### config.mk
export PLATFORM = sky130hd
export DESIGN_NAME = coord_scatter_queue
export DESIGN_NICKNAME = d
export VERILOG_FILES = /design/src/rtl/coord_scatter_queue.sv
export SDC_FILE = /design/constraint.sdc
export NUM_CORES = 2
export LEC_CHECK = 0
export CAP_MARGIN = 20
export CELL_PAD_IN_SITES_DETAIL_PLACEMENT = 1
export CELL_PAD_IN_SITES_GLOBAL_PLACEMENT = 1
export CORE_AREA = 2 2 384 386
export DETAILED_ROUTE_END_ITERATION = 8
export DIE_AREA = 0 0 386 388
export PLACE_DENSITY_LB_ADDON = 0.1
export SYNTH_ARGS = -nofsm -noshare
export SYNTH_HDL_FRONTEND = slang
export SYNTH_SLANG_ARGS = --single-unit
### constraint.sdc
create_clock -name clk -period 11.4 [get_ports clk]
set_clock_uncertainty 0.15 [all_clocks]
set_input_delay 2.28 -clock clk [delete_from_list [all_inputs] [get_ports clk]]
set_output_delay 2.28 -clock clk [all_outputs]
set_load 0.01 [all_outputs]
### src/rtl/coord_scatter_queue.sv
// coord_scatter_queue: takes one group of up to LANES candidate (row, col, product)
// triples and drops lanes that are masked off or fall outside the out_dim x out_dim
// plane. It then emits each surviving lane, lowest index first and one per cycle, as
// a linear accumulator address plus bank select.
// Optional build macro: COORD_SCATTER_STATS_EN adds the drop/emit counters and stats_clear.
module coord_scatter_queue #(
    parameter int unsigned LANES     = 16,
    parameter int unsigned PW        = 24,
    parameter int unsigned NUM_BANKS = 8,
    parameter int unsigned ADDR_W    = 18,
    localparam int unsigned BANK_W   = (NUM_BANKS > 1) ? $clog2(NUM_BANKS) : 1
) (
    input  logic                  clk,
    input  logic                  reset_n,
    input  logic                  in_valid,
    output logic                  in_ready,
    input  logic [LANES*16-1:0]   in_row,
    input  logic [LANES*16-1:0]   in_col,
    input  logic [LANES*PW-1:0]   in_product,
    input  logic [LANES-1:0]      in_mask,
    input  logic [8:0]            out_dim,
    output logic                  out_valid,
    input  logic                  out_ready,
    output logic [ADDR_W-1:0]     out_addr,
    output logic [BANK_W-1:0]     out_bank,
    output logic [PW-1:0]         out_product,
    output logic                  group_done,
    output logic                  busy
`ifdef COORD_SCATTER_STATS_EN
    ,
    input  logic                  stats_clear,
    output logic [31:0]           drop_count,
    output logic [31:0]           emit_count
`endif
);

    localparam int unsigned SEL_W = (LANES > 1) ? $clog2(LANES) : 1;
    localparam logic [0:0] S_IDLE = 1'b0;
    localparam logic [0:0] S_SCAN = 1'b1;

    logic [0:0]          state, state_nxt;
    logic [LANES-1:0]    keep, keep_nxt, keep_in, inbound;
    logic [LANES*16-1:0] row_q, col_q;
    logic [LANES*PW-1:0] prod_q;
    logic                accept, hs, load, group_done_nxt;
    logic [15:0]         dim16;
    logic [SEL_W-1:0]    sel;
    logic [15:0]         lane_row, lane_col;
    logic [PW-1:0]       lane_prod;
    logic [ADDR_W-1:0]   lane_addr;

    assign accept = in_valid & in_ready;
    assign hs     = out_valid & out_ready;
    assign dim16  = 16'(out_dim);
    assign keep_in = in_mask & inbound;
    assign load   = (accept | hs) & (keep_nxt != '0);

    // Per-lane bounds check: a clear sign bit makes the unsigned compare equal the signed one
    always_comb begin
        inbound = '0;
        for (int i = 0; i < int'(LANES); i++) begin
            inbound[i] = ~in_row[i*16+15] & (in_row[i*16 +: 16] < dim16)
                       & ~in_col[i*16+15] & (in_col[i*16 +: 16] < dim16);
        end
    end

    // State register
    always_ff @(posedge clk or negedge reset_n) begin
        if (!reset_n) state <= S_IDLE;
        else          state <= state_nxt;
    end

    // Next state, next keep mask and completion pulse
    always_comb begin
        state_nxt      = state;
        keep_nxt       = keep;
        group_done_nxt = 1'b0;
        case (state)
            S_IDLE: begin
                if (accept) begin
                    keep_nxt = keep_in;
                    if (keep_in == '0) group_done_nxt = 1'b1;
                    else               state_nxt      = S_SCAN;
                end
            end
            S_SCAN: begin
                if (hs) begin
                    keep_nxt = keep & (keep - LANES'(1));
                    if (keep_nxt == '0) begin
                        group_done_nxt = 1'b1;
                        state_nxt      = S_IDLE;
                    end
                end
            end
            default: state_nxt = S_IDLE;
        endcase
    end

    // Lowest set lane of the upcoming keep mask, sourced from the inputs on accept
    always_comb begin
        sel = '0;
        for (int i = int'(LANES) - 1; i >= 0; i--) begin
            if (keep_nxt[i]) sel = SEL_W'(i);
        end
        lane_row  = accept ? in_row[sel*16 +: 16]     : row_q[sel*16 +: 16];
        lane_col  = accept ? in_col[sel*16 +: 16]     : col_q[sel*16 +: 16];
        lane_prod = accept ? in_product[sel*PW +: PW] : prod_q[sel*PW +: PW];
        lane_addr = ADDR_W'(lane_row) * ADDR_W'(out_dim) + ADDR_W'(lane_col);
    end

    // Lane storage and registered outputs; the next entry is pre-computed so it lines up with out_valid
    always_ff @(posedge clk or negedge reset_n) begin
        if (!reset_n) begin
            keep        <= '0;
            row_q       <= '0;
            col_q       <= '0;
            prod_q      <= '0;
            in_ready    <= 1'b1;
            busy        <= 1'b0;
            out_valid   <= 1'b0;
            group_done  <= 1'b0;
            out_addr    <= '0;
            out_bank    <= '0;
            out_product <= '0;
        end else begin
            keep       <= keep_nxt;
            in_ready   <= (state_nxt == S_IDLE);
            busy       <= (state_nxt == S_SCAN);
            out_valid  <= (keep_nxt != '0);
            group_done <= group_done_nxt;
            if (accept) begin
                row_q  <= in_row;
                col_q  <= in_col;
                prod_q <= in_product;
            end
            if (load) begin
                out_addr    <= lane_addr;
                out_bank    <= lane_addr[BANK_W-1:0];
                out_product <= lane_prod;
            end
        end
    end

`ifdef COORD_SCATTER_STATS_EN
    logic [31:0] drop_inc;

    // Number of requested lanes that fail the bounds check in the offered group
    always_comb begin
        drop_inc = '0;
        for (int i = 0; i < int'(LANES); i++) begin
            drop_inc = drop_inc + 32'(in_mask[i] & ~inbound[i]);
        end
    end

    // Wrapping statistics counters; clear wins over increment
    always_ff @(posedge clk or negedge reset_n) begin
        if (!reset_n) begin
            drop_count <= '0;
            emit_count <= '0;
        end else if (stats_clear) begin
            drop_count <= '0;
            emit_count <= '0;
        end else begin
            if (accept) drop_count <= drop_count + drop_inc;
            if (hs)     emit_count <= emit_count + 32'd1;
        end
    end
`endif

endmodule

==> summary.md <==
| Metric | Value |
|---|---|
| Status | finished, final reports clean |
| Period utilization | 0.981 |
| Site row count | 140 |
| Vias in the first global route | 58600 |
| Avg Cell Area, Syn | 8.17 um2 |
| Die Y | 388 um |
| Finished Layout Cells | 10200 |
| Routability cong. | 0.999 |
| Average wire per standard cell | 27.6 um |
| Worst-Margin Slew | 1.26 ns |
| Most numerous cell on the critical path | fa_1 |
| Ys flop type | dfrtp_1 |
| Placed insts | 9889 |
| Slew headroom | 0.154 |
| CP Capture Type | flop |
| Shortest period the worst path allows | 11.18 ns |
| Pre-antenna DRT Iters | 5 |
| Total net switching power | 2110 uW |
| Most frequent cells in the layout | 2940 x nand2_1, 962 x clkdlybuf4s50_1, 957 x dfrtp_1 |
| Total wire length | 281000 um |
| Util after Layout | 0.529 |
| Synth Instances | 6677 |
| Via count | 56100 |
| First-pass GRT wire length | 400000 um |
| Min setup slack post-route | 0.221 ns |
| # hold bufs at CTS | 0 |
| Placeable Area | 145000 um2 |
| Share of cells above drive strength 1 | 0.136 |
| Upper clock frequency limit | 89.5 MHz |
| Filler cell count | 17100 |
| Chip width | 386 um |
| Commonest non-fill, non-tap cell in the layout | nand2_1 |
| Antenna violation net count after detailed routing | 0 |
| Clock root cell | clkbuf_16 |
| Nets | 9450 |
| Syn nets | 7985 |
| Die area | 150000 um2 |
| Tightest Hold Check Type | reg -> reg |
| GRT Total Usage | 0.366 |
| Metal-1 WL | 120000 um |
| Arrival @ worst endpoint | 11.60 ns |
| Yosys warns | 0 |
| # DRC | 0 |
| Initial DRC Count | 4701 |
| Routed met2 length | 128000 um |
| H-tree Lvls | 3 |
| Met3 routed WL | 20300 um |
| Power density over the cells | 108 nW/um2 |
| Area share of the largest cell type after synthesis | 0.439 |
| Comb power frac | 0.118 |
| Top delay family on crit path | adder cells |
| Starting Density | 0.376 |
| Worst skew pair latency | 0.77 ns |
| Switching share of power | 0.254 |
| Clock sink total | 958 |
| Dpl hpwl | 213000 um |
| Top routing layer in use | met5 |
| Synth area leader | dfrtp_1 |
| Largest stage delay, worst path | 0.57 ns |
| Asr flop ratio synth | 1.00 |
| Top cells by area, synth | dfrtp_1 44%, nand2_1 20%, ha_1 6.7% |
| Clk network pwr share | 0.473 |
| Hold Vio Cnt, Final | 0 |
| Port bufs | 973 |
| Synth unique cells | 89 |
| Max-Cap Viols | 0 |
| Synthesized area | 54600 um2 |
| Worst Setup Path Type | in -> reg |
| Area delta synth->final | 40.9% |
| Critical path fanouts, max | 4 |
| Via density | 5.51 |
| Final Setup Violations | 0 |
| Internal power | 6190 uW |
| Largest net degree at the start of global routing | 211 |
| Initial antenna violation count | 66 |
| TritonCTS clock tree | built |
| Num ports | 974 |
| EDFF count, synth | 0 |
| Peak supply drop | 0.120 mV |
| Buffers plus inverters on the worst setup path | 14 |
| Synth Register Bits | 958 |
| Global route total overflow | 0 |
| Lkg Pwr | 0.0391 uW |
| Critical path startpoint category | input port |
| Slowest CP cell | clkdlybuf4s50_1 |
| WP data required | 11.83 ns |
| Share of power burned in registers | 0.410 |
| Clk buf depth | 3 |
| Total CTS buffers | 113 |
| Pre-CTS setup slack | -1.26 ns |
| CTS clk-pin slew, worst paths | 0.06 ns |
| Slew Limit Fails | 0 |
| Seq/Total Area, Yosys | 0.439 |
[path summary, 6_finish.rpt]
| check | from | endpoint | slack (ns) | cells after the start |
|---|---|---|---|---|
| worst max-delay path | in_row[200] | out_addr[17] | 0.22 | 43 |
| worst min register to register | prod_q[271] | prod_q[271] | 0.32 | 2 |
| worst min-delay path | prod_q[271] | prod_q[271] | 0.32 | 2 |
| min in group asynchronous | reset_n | prod_q[171] | 1.43 | 1 |
| worst max register to register | keep[0] | out_addr[17] | 1.40 | 40 |
| max in group asynchronous | reset_n | row_q[186] | 7.47 | 3 |
[Yosys cell counts (5+ instances only)]
cell,number
buf_4,7
and2_1,41
nor4b_1,15
nor2_1,439
o311ai_1,12
and3_1,11
or4_1,10
o2111ai_1,13
nand2b_1,16
mux2i_1,221
xnor2_1,20
buf_2,39
inv_1,146
o311ai_0,8
o221ai_1,6
ha_1,291
a311oi_1,63
o21ai_1,43
a211o_1,12
nand3_1,42
o211ai_1,37
clkbuf_1,252
a2111oi_0,14
a31oi_1,182
mux2_2,7
fa_1,92
a211oi_1,63
a21o_1,26
nor2b_1,10
dfrtp_1,957
nand4_1,36
o21a_1,20
o21bai_1,14
o211a_1,5
o22ai_1,6
mux4_2,7
o31ai_1,17
a21oi_1,201
nor4_1,34
nor3_1,78
buf_1,77
nand2_1,2949
o21ai_0,63
[power groups by stage]
stage | registers [uW] | logic [uW] | clock network, uW
6_report | 3400 | 975 | 3920
5_1_grt | 3400 | 1020 | 4090
4_1_cts | 3400 | 951 | 3960
3_5_place_dp | 3460 | 934 | 0
3_3_place_gp | 3460 | 924 | 0
2_1_floorplan | 3460 | 157 | 0
[flip-flops by register name, summed over array words and instances (netlist names)]
register,flops
out_product,24
prod_q,384
keep,16
out_valid,1
row_q,256
group_done,1
col_q,256
out_addr,18
in_ready,1
busy,1
[cells by family after synthesis]
| kind of cell | count (synthesis) | share of synthesized area |
|---|---|---|
| buf+inv | 527 | 0.0380 |
| fa+ha+maj | 386 | 0.101 |
| flops | 958 | 0.439 |
| compound gates | 833 | 0.101 |
| simple gates | 3708 | 0.270 |
| xor+xnor | 26 | 0.00470 |
| mux | 239 | 0.0465 |
[tightest hold or removal path: stages (launching register included)]
cell and delay [ns]:
dfrtp_1 0.32, nand2_1 0.04, nand2_1 0.07
[timing repair]
action	CTS	global route
cloned	4	7
buffers inserted	21	25
setup endpoints to repair	2	4
resized for setup	84	129
pin swaps	49	79
[metal layers]
| layer | vias to the layer above | global-route usage |
|---|---|---|
| met5 | - | 0 |
| met4 | 28 | 0.164 |
| met3 | 456 | 0.0670 |
| met2 | 1965 | 0.566 |
| met1 | 28600 | 0.497 |
| li1 | 25100 | - |
[metrics by stage]
| step | setup TNS, ns | total power (uW) | hold slack (ns) | instance area (um2) |
|---|---|---|---|---|
| global placement | -4.41 | 4390 | 0.300 | 71200 |
| CTS | 0 | 8310 | 0.322 | 75800 |
| finish | 0 | 8300 | 0.320 | 76900 |
| detailed placement | -4.98 | 4400 | 0.306 | 71200 |
| floorplan | -0.240 | 3620 | 0.283 | 54800 |
| global route | -0.0732 | 8510 | 0.337 | 76800 |
[area by class of cell]
type	count	area, um2	share of cell area
tap	1917	2400	0.0312
multi-input combinational	5192	29500	0.384
antenna	40	100	0.00130
clock buffer	165	3280	0.0427
sequential	958	24000	0.312
clock inverter	42	682	0.00887
timing repair buffer	1728	16300	0.212
inverter	149	571	0.00742
(Power assumes the default switching activity.)
